### src/rtl/sync_debounce_pkg.sv
// Shared helpers for the sync_debounce input conditioner.
// Holds the debounce counter width rule so every channel sizes its counter the same way.
package sync_debounce_pkg;

  // A single-tick filter still needs one counter bit to stay a legal vector.
  function automatic int cnt_width(input int ticks);
    int w;
    w = $clog2(ticks);
    return (w < 1) ? 1 : w;
  endfunction

endpackage

### src/rtl/sync_debounce_channel.sv
// One channel of the conditioner: synchronizer chain, debounce counter,
// registered level and registered single-cycle rise/fall pulses.
module debounce_channel
  import sync_debounce_pkg::*;
#(
  parameter int   SYNC_STAGES    = 3,
  parameter int   DEBOUNCE_TICKS = 4,
  parameter logic RESET_BIT      = 1'b0
) (
  input  logic clk,
  input  logic reset,
  input  logic tick,
  input  logic in_bit,
  output logic level,
  output logic rise,
  output logic fall
);

  localparam int             CNT_W    = cnt_width(DEBOUNCE_TICKS);
  localparam logic [CNT_W-1:0] CNT_LAST = CNT_W'(DEBOUNCE_TICKS - 1);
  localparam logic [CNT_W-1:0] CNT_ONE  = CNT_W'(1);

  logic [SYNC_STAGES-1:0] sync_q, sync_d;
  logic [CNT_W-1:0]       cnt_q, cnt_d;
  logic                   level_q, level_d;
  logic                   rise_q, rise_d;
  logic                   fall_q, fall_d;
  logic                   sync_bit;

  assign sync_bit = sync_q[SYNC_STAGES-1];

  always_comb begin
    sync_d  = {sync_q[SYNC_STAGES-2:0], in_bit};
    cnt_d   = cnt_q;
    level_d = level_q;
    rise_d  = 1'b0;
    fall_d  = 1'b0;
    // Any return to the current level wipes the partial count, even without tick.
    if (sync_bit == level_q) begin
      cnt_d = '0;
    end else if (tick) begin
      if (cnt_q == CNT_LAST) begin
        level_d = sync_bit;
        cnt_d   = '0;
        rise_d  = sync_bit;
        fall_d  = ~sync_bit;
      end else begin
        cnt_d = cnt_q + CNT_ONE;
      end
    end
  end

  always_ff @(posedge clk or posedge reset) begin
    if (reset) begin
      sync_q  <= {SYNC_STAGES{RESET_BIT}};
      cnt_q   <= '0;
      level_q <= RESET_BIT;
      rise_q  <= 1'b0;
      fall_q  <= 1'b0;
    end else begin
      sync_q  <= sync_d;
      cnt_q   <= cnt_d;
      level_q <= level_d;
      rise_q  <= rise_d;
      fall_q  <= fall_d;
    end
  end

  assign level = level_q;
  assign rise  = rise_q;
  assign fall  = fall_q;

endmodule

### src/rtl/sync_debounce.sv
// Multi-channel synchronizer plus debounce filter with edge pulses.
// Pure fan-out wrapper: each bit is handled by an independent debounce_channel.
module sync_debounce
  import sync_debounce_pkg::*;
#(
  parameter int               WIDTH          = 1,
  parameter int               SYNC_STAGES    = 3,
  parameter int               DEBOUNCE_TICKS = 4,
  parameter logic [WIDTH-1:0] RESET_VALUE    = '0
) (
  input  logic             clk,
  input  logic             reset,
  input  logic             tick,
  input  logic [WIDTH-1:0] in,
  output logic [WIDTH-1:0] level,
  output logic [WIDTH-1:0] rise,
  output logic [WIDTH-1:0] fall
);

  for (genvar i = 0; i < WIDTH; i++) begin : g_chan
    debounce_channel #(
      .SYNC_STAGES   (SYNC_STAGES),
      .DEBOUNCE_TICKS(DEBOUNCE_TICKS),
      .RESET_BIT     (RESET_VALUE[i])
    ) u_chan (
      .clk   (clk),
      .reset (reset),
      .tick  (tick),
      .in_bit(in[i]),
      .level (level[i]),
      .rise  (rise[i]),
      .fall  (fall[i])
    );
  end

endmodule

### config.mk
export PLATFORM = sky130hd
export DESIGN_NAME = sync_debounce
export DESIGN_NICKNAME = d
export VERILOG_FILES = /design/src/rtl/sync_debounce_pkg.sv /design/src/rtl/sync_debounce_channel.sv /design/src/rtl/sync_debounce.sv
export SDC_FILE = /design/constraint.sdc
export NUM_CORES = 1
export LEC_CHECK = 0
export CORE_AREA = 3 3 40 42
export DETAILED_ROUTE_END_ITERATION = 7
export DIE_AREA = 0 0 43 45
export GPL_TIMING_DRIVEN = 1
export PLACE_DENSITY_LB_ADDON = 0.12
export SLEW_MARGIN = 10
export SYNTH_ARGS = -nofsm -noshare
export SYNTH_HDL_FRONTEND = slang
export SYNTH_HIERARCHICAL = 1
export SYNTH_SLANG_ARGS = --single-unit
### constraint.sdc
create_clock -name clk -period 1.7 [get_ports clk]
set_input_delay 0.17 -clock clk [delete_from_list [all_inputs] [get_ports clk]]
set_output_delay 0.17 -clock clk [all_outputs]
set_load 0.02 [all_outputs]
## Yosys cells after proc, flatten, opt, wreduce, memory -nomap -nowiden

Index checks and enable logic that the tools add are counted.

- Add/sub/neg operators: 1
- Eq/ne operators: 2
- Mux-type cells: 9
- Bitwise gates (word level): 2
- Reductions and logical operators: 2

Operator list:

| kind | count |
|---|---|
| 1-bit 2-to-1 mux | 6 |
| 2-bit 2-to-1 mux | 3 |
| 3-bit AND reduction | 1 |
| 2-bit by 1-bit adder with 2-bit output, second input constant | 1 |
| 2-bit equality test, second input constant | 1 |
| 1-bit inverter | 2 |
| 2-bit nonzero test | 1 |
| 1-bit equality test | 1 |

- Flip-flop bits (word level): 8
- Input port bits: 4
- Output and inout bits: 3
- Logic and storage cells: 21

## Logic depth before layout (Yosys ltp)

Gate-level depths: netlist of run 1.

- Word-level depth: 4
- Mapped depth: 3
- Mapped depth without buffers: 3

## Worst setup path after synthesis of run 1

OpenSTA, ideal clock, no wires.

- Path kind: flip-flop to flip-flop
- Start: reg g_chan[0].u_chan.cnt_q[0]
- End: reg g_chan[0].u_chan.level_q
- Setup time: 125 ps
- Data arrival time: 978 ps
- Required time: 1,575 ps
- Path slack: 597 ps
- Cell stages (with the launch flop): 4
- Path buffers: 0
- Clock period less this slack: 1,103 ps
- Path through: dfrtp_1 ha_1 nand2_1 mux2_2

- Cells in the longest elaborated chain, start to end: 2

Ends and longest elaborated chain:

| what | line | RTL |
|---|---|---|
| from (decl) | sync_debounce_channel.sv:24 | `logic [CNT_W-1:0] cnt_q, cnt_d;` |
| from (signal assigned) | sync_debounce_channel.sv:62 | `cnt_q <= cnt_d;` |
| 2-bit equality test | sync_debounce_channel.sv:42 | `if (cnt_q == CNT_LAST) begin` |
| 3-bit AND reduction (no source line) | n/a |  |
| to (signal assigned) | sync_debounce_channel.sv:63 | `level_q <= level_d;` |
| to (decl) | sync_debounce_channel.sv:25 | `logic level_q, level_d;` |

Every way passes these cells.
A chain may end at the register's enable or synchronous reset.

## Final worst setup path of run 1

- Start: reg g_chan[0].u_chan.level_q
- End: out level

RTL lines:

| what | line | RTL |
|---|---|---|
| to (decl) | sync_debounce.sv:15 | `output logic [WIDTH-1:0] level,` |

No word-level cell between the ends.

==> results of run 1 <==
[layer usage]
layer / global-route usage (%) / up-vias / share of wire (%)
met2: 7.485 / 9 / 49
met5: 0 / - / 0
met1: 5.013 / 79 / 38
met4: 3.614 / 0 / 0
met3: 5.976 / 0 / 13
li1: - / 85 / -
[sequential cells by signal (all words and copies together) (netlist names)]
register / count
g_chan.u_chan/sync_q: 3
g_chan.u_chan/fall: 1
g_chan.u_chan/level: 1
g_chan.u_chan/rise: 1
g_chan.u_chan/cnt_q: 2
[power by group through the flow]
stage                logic, W  registers, W  clock network, W
finish               0.000122      0.000255          0.000138
global route         0.000139      0.000261          0.000155
CTS                  0.000127      0.000255          0.000145
detailed placement   0.000126      0.000259                 0
global placement     0.000121      0.000255                 0
floorplan           0.0000641      0.000268                 0
[metrics by stage]
| step | total power [W] | util (%) | cell area [µm²] | std cells |
|---|---|---|---|---|
| final | 0.0005152 | 30.38 | 390.4 | 44 |
| after CTS | 0.0005268 | 30.38 | 390.4 | 44 |
| after global placement | 0.0003759 | 28.63 | 367.9 | 41 |
| after floorplan | 0.0003320 | - | 289.0 | 20 |
| after global routing | 0.0005551 | 30.38 | 390.4 | 44 |
| after detailed placement | 0.0003850 | 28.63 | 367.9 | 41 |
[cells in the final DEF, fill, tap and decap left out]
master	count
inv_1	1
mux2_2	1
clkbuf_4	3
ha_1	1
dfrtp_1	8
or3b_1	1
nor3b_1	2
nor2_1	1
a21oi_1	1
nand2b_1	1
xnor2_1	1
clkdlybuf4s50_1	6
nand2_1	1
mux2i_1	1
[kinds of logic (layout without fill, tap and decap cells)]
kind of cell | after synthesis | in the layout | share of synthesized area (%)
compound gates | 1 | 1 | 1.730
buf+inv | 1 | 10 | 1.297
flops | 8 | 8 | 69.26
mux | 2 | 2 | 7.359
xor+xnor | 1 | 1 | 3.031
simple gates | 6 | 6 | 12.98
fa+ha+maj | 1 | 1 | 4.328
[final cells by class]
class / count / area [µm²] / area share, %
clock buffers: 3 / 22.52 / 5.769
repair buffers: 6 / 60.06 / 15.38
inverters: 1 / 3.754 / 0.9615
multi-input cells: 11 / 85.08 / 21.79
flip-flops and latches: 8 / 200.2 / 51.28
well taps: 15 / 18.77 / 4.808
[final timing paths]
| check | endpoint | cells after the start | slack [ns] |
|---|---|---|---|
| max | level | 1 | 0.26 |
| min | g_chan[0].u_chan/cnt_q[1] | 2 | 0.16 |
| max reg2reg | g_chan[0].u_chan/level | 3 | 0.52 |
| min reg2reg | g_chan[0].u_chan/sync_q[1] | 0 | 0.35 |
| max in group asynchronous | g_chan[0].u_chan/level | 2 | 1.31 |
| min in group clk | g_chan[0].u_chan/sync_q[1] | 0 | 0.35 |
==> results.cfg, run 1 <==
[yosys]
synth_ff_type = dfrtp_1
ys_ff_latch = 8
synth_top_area_cell = dfrtp_1
syn_inst = 20
synthTopCellsByArea = dfrtp_1 (69%), nor3b_1 (5.2%), ha_1 (4.3%)
synth.most_common_cell = dfrtp_1
synth_cell_type_count = 12
synth-seq-area-share_pct = 69.26
synth_top_area_share_pct = 69.26
ys_top_cells_by_count = dfrtp_1 (8), nor3b_1 (2)
syn_avg_cell_area_um2 = 14.45
syn-num-nets = 25
synth_edf_count = 0
synthesis.area_um2 = 289.0
yosysWarningCount = 6
async_flop_share_pct = 100.0

[global_route]
grt_max_degree = 9
grt.total_usage_pct = 5.570
grt_antenna_before_repair = 0
grt_pass1_vias = 170
grt_first_pass_wirelength_um = 690
gr-total-overflow = 0

[floorplanning]
initial_core_util_pct = 22.49
die_h_um = 45
pin_count = 7
dieWidth_um = 43
std_cell_rows = 13
core_area_mm2 = 0.001285
fp.dieArea_mm2 = 0.001935

[drt]
drcViolationCount = 0
vias = 173
wl_um = 414
drt_iter0_markers = 0
firstDrtPassIters = 1
wl_per_cell_um = 9.409
ant_nets = 0
avgViaCountPerCell = 3.932

[power_and_ir_drop]
swShare_pct = 27.24
power_frac_clock_pct = 26.7
intPower_w = 0.0003749
power_density_mw_per_mm2 = 1320
p_leak_nw = 0.1781
pwr-share-comb_pct = 23.8
max-vdd-ir-drop_uv = 423.9
power.switching_w = 0.0001403
seq_power_share_pct = 49.5

[sta]
setup_viol = 0
finalClockSkew_ns = 0.002713
worst_slack_ns = 0.2566
rsz0062_at_grt = false
tns_ns = 0
worstMarginPinSlew_ns = 0.2976
min_period_ns = 1.443
max_freq_ghz = 0.6928
hold_ws_ns = 0.1606
slew-limit-headroom_pct = 80.14
hold_viol = 0
final-max-slew-violation-count = 0
period_share_pct = 84.91

[setup_path]
path_delay_family = buffers and inverters
cp_max_fo = 5
startpoint = g_chan[0].u_chan/level
slowest_stage = clkdlybuf4s50_1
cp_cell_sequence = clkdlybuf4s50_1
end_kind = output pin
required_ns = 1.53
critPathMaxStageDelay_ns = 0.63
crit_type = reg -> out
cp-start-kind = flip-flop
worstReg2RegStart = g_chan[0].u_chan/cnt_q[0]
worstPathArrival_ns = 1.27
path_buf_inv = 1

[clocking]
cts_buffer_depth = 2
cts_tree = done
clock_sinks = 8
cts_buffers = 3
ctsHoldBuffers = 0
h-tree-depth = 1
post-cts-setup-buffers = 0
clkLatencyLatePin_ns = 0.25
root_buffer = clkbuf_4
path_clk_slew_ns = 0.05
cts_resized = 0

[cells_and_area]
n_antenna_cell = 0
n_fill_cell = 125
drive_gt1_share_pct = 13.79
nets = 36
syn2layout_area_growth_pct = 35.06

[placement]
dpl_worst_slack_ns = 0.4314
port_buffers = 6
gp_congestion = 0.6164

[min_path]
min_path_type = in -> async

[run]
maxCapViolCount = 0

[run_status]
outcome = finished clean
Power figures use the tool's default switching activity.
==> inputs of run 2 (changes only) <==
clock period = 1.38 ns   (was 1.7 ns; I/O delays follow)
==> results.cfg, run 2 (synthesized netlist as in run 1, its figures left out) <==
[sta]
final-max-slew-violation-count = 0
min_period_ns = 1.288
max_freq_ghz = 0.7762
rsz0062_at_grt = false
period_share_pct = 93.36
slew-limit-headroom_pct = 80.57
finalClockSkew_ns = 0.001762
tns_ns = 0
setup_viol = 0
hold_viol = 0
worstMarginPinSlew_ns = 0.2912
hold_ws_ns = 0.1286

[cells_and_area]
final_cell_mix = dfrtp_1 (8), clkdlybuf4s50_1 (5), clkbuf_4 (3), nor3b_1 (2)
n_antenna_cell = 0
syn2layout_area_growth_pct = 34.63
reg_top3 = g_chan.u_chan/sync_q: 3 flops, g_chan.u_chan/cnt_q: 2 flops
finalInstanceArea_um2 = 389.1
final_common_cell = dfrtp_1
largest_register_ff_count = 3
n_fill_cell = 138
regMostFlops = g_chan.u_chan/sync_q
nets = 36
drive_gt1_share_pct = 13.79

[global_route]
grt.total_usage_pct = 5.063
grt_max_degree = 9
grt_antenna_before_repair = 0
grt_first_pass_wirelength_um = 627
gr-total-overflow = 0
grt_pass1_vias = 164

[setup_path]
crit_type = reg -> out
r2r-end = g_chan[0].u_chan/level
crit_path_end = fall
required_ns = 1.24
critPathMaxStageDelay_ns = 0.59
cp.depth = 1
cp_max_fo = 1
slowest_stage = clkdlybuf4s50_1
rr_worst_depth = 3
end_kind = output pin
reg2reg_slack_ns = 0.21
cp_cell_sequence = clkdlybuf4s50_1
worstPathArrival_ns = 1.15
path_buf_inv = 1
worstReg2RegStart = g_chan[0].u_chan/cnt_q[0]
path_delay_family = buffers and inverters
cp-start-kind = flip-flop
startpoint = g_chan[0].u_chan/fall

[floorplanning]
pin_count = 7
fp.dieArea_mm2 = 0.001935
core_area_mm2 = 0.001285
dieWidth_um = 43
std_cell_rows = 13
initial_core_util_pct = 22.49
die_h_um = 45

[clocking]
cts_tree = done
cts_buffers = 3
path_clk_slew_ns = 0.05
root_buffer = clkbuf_4
ctsHoldBuffers = 0
cts_buffer_depth = 2
clkLatencyLatePin_ns = 0.25
clock_sinks = 8
h-tree-depth = 1

[run_status]
outcome = finished clean

[drt]
avgViaCountPerCell = 3.864
vias = 170
ant_nets = 0
firstDrtPassIters = 2
drt_iter0_markers = 5
wl_um = 375
wl_per_cell_um = 8.523
drcViolationCount = 0

[placement]
place_area_um2 = 367.9
port_buffers = 6
gp_congestion = 0.5978

[power_and_ir_drop]
max-vdd-ir-drop_uv = 470.5
power_density_mw_per_mm2 = 1597
p_leak_nw = 0.1817
finalPower_w = 0.0006215

[min_path]
min_path_type = in -> async

[run]
maxCapViolCount = 0
-- run 2: cell types whose count changed in the layout (fill, tap and decap cells not counted) --
cell,before,now
clkdlybuf4s50_1,6,5
dlygate4sd2_1,0,1
-- run 2: where the power goes --
group | internal, W | switching, W | leakage, nW
Combinational | 0.0000737 | 0.0000649 | 0.0652
Clock | 0.0000990 | 0.0000719 | 0.0138
Sequential | 0.000278 | 0.0000338 | 0.103
Total | 0.000451 | 0.000171 | 0.182
-- run 2: worst min path at each step --
stage,start,endpoint,depth (start not counted),slack [ns]
2_1_floorplan,reset,g_chan[0].u_chan/cnt_q[0],1,-0.05
3_3_place_gp,g_chan[0].u_chan/sync_q[1],g_chan[0].u_chan/sync_q[2],0,0.34
3_5_place_dp,g_chan[0].u_chan/sync_q[1],g_chan[0].u_chan/sync_q[2],0,0.33
4_1_cts,reset,g_chan[0].u_chan/cnt_q[1],2,0.14
5_1_grt,reset,g_chan[0].u_chan/cnt_q[1],2,0.15
6_report,reset,g_chan[0].u_chan/rise,2,0.13
-- run 2: metrics by stage --
step | std cells | worst slack (ns) | utilization [%]
floorplan | 20 | 0.2773 | -
global placement | 41 | 0.1673 | 28.63
detailed placement | 41 | 0.1437 | 28.63
CTS | 44 | 0.07650 | 30.28
global route | 44 | 0.03610 | 30.28
finish | 44 | 0.09167 | 30.28
-- run 2: layer usage --
metal  wire length (µm)  part of all wire [%]  vias to the layer above  track usage, %
li1                   -                     -                       85               -
met1                151                    40                       77           4.511
met2                172                    46                        8           6.886
met3                 50                    13                        0           6.375
met4                  0                     0                        0           1.807
met5                  0                     0                        -               0
-- run 2: final cells by class --
cell class	count	area, µm²	area share (%)
flip-flops and latches	8	200.2	51.45
multi-input cells	11	85.08	21.86
repair buffers	6	58.81	15.11
clock buffers	3	22.52	5.788
well taps	15	18.77	4.823
inverters	1	3.754	0.9646
-- run 2: timing repair --
item | in CTS | in global routing
setup buffers | 0 | 0
endpoints found under the setup margin | 1 | 0
endpoints found under the hold margin | 0 | 0
gates resized for setup | 1 | 0
==> inputs of run 3 (changes only) <==
SKIP_LAST_GASP = 1   (was unset)
==> results of run 3 <==
No change in the layout: final DEF, timing and power equal those of run 2.
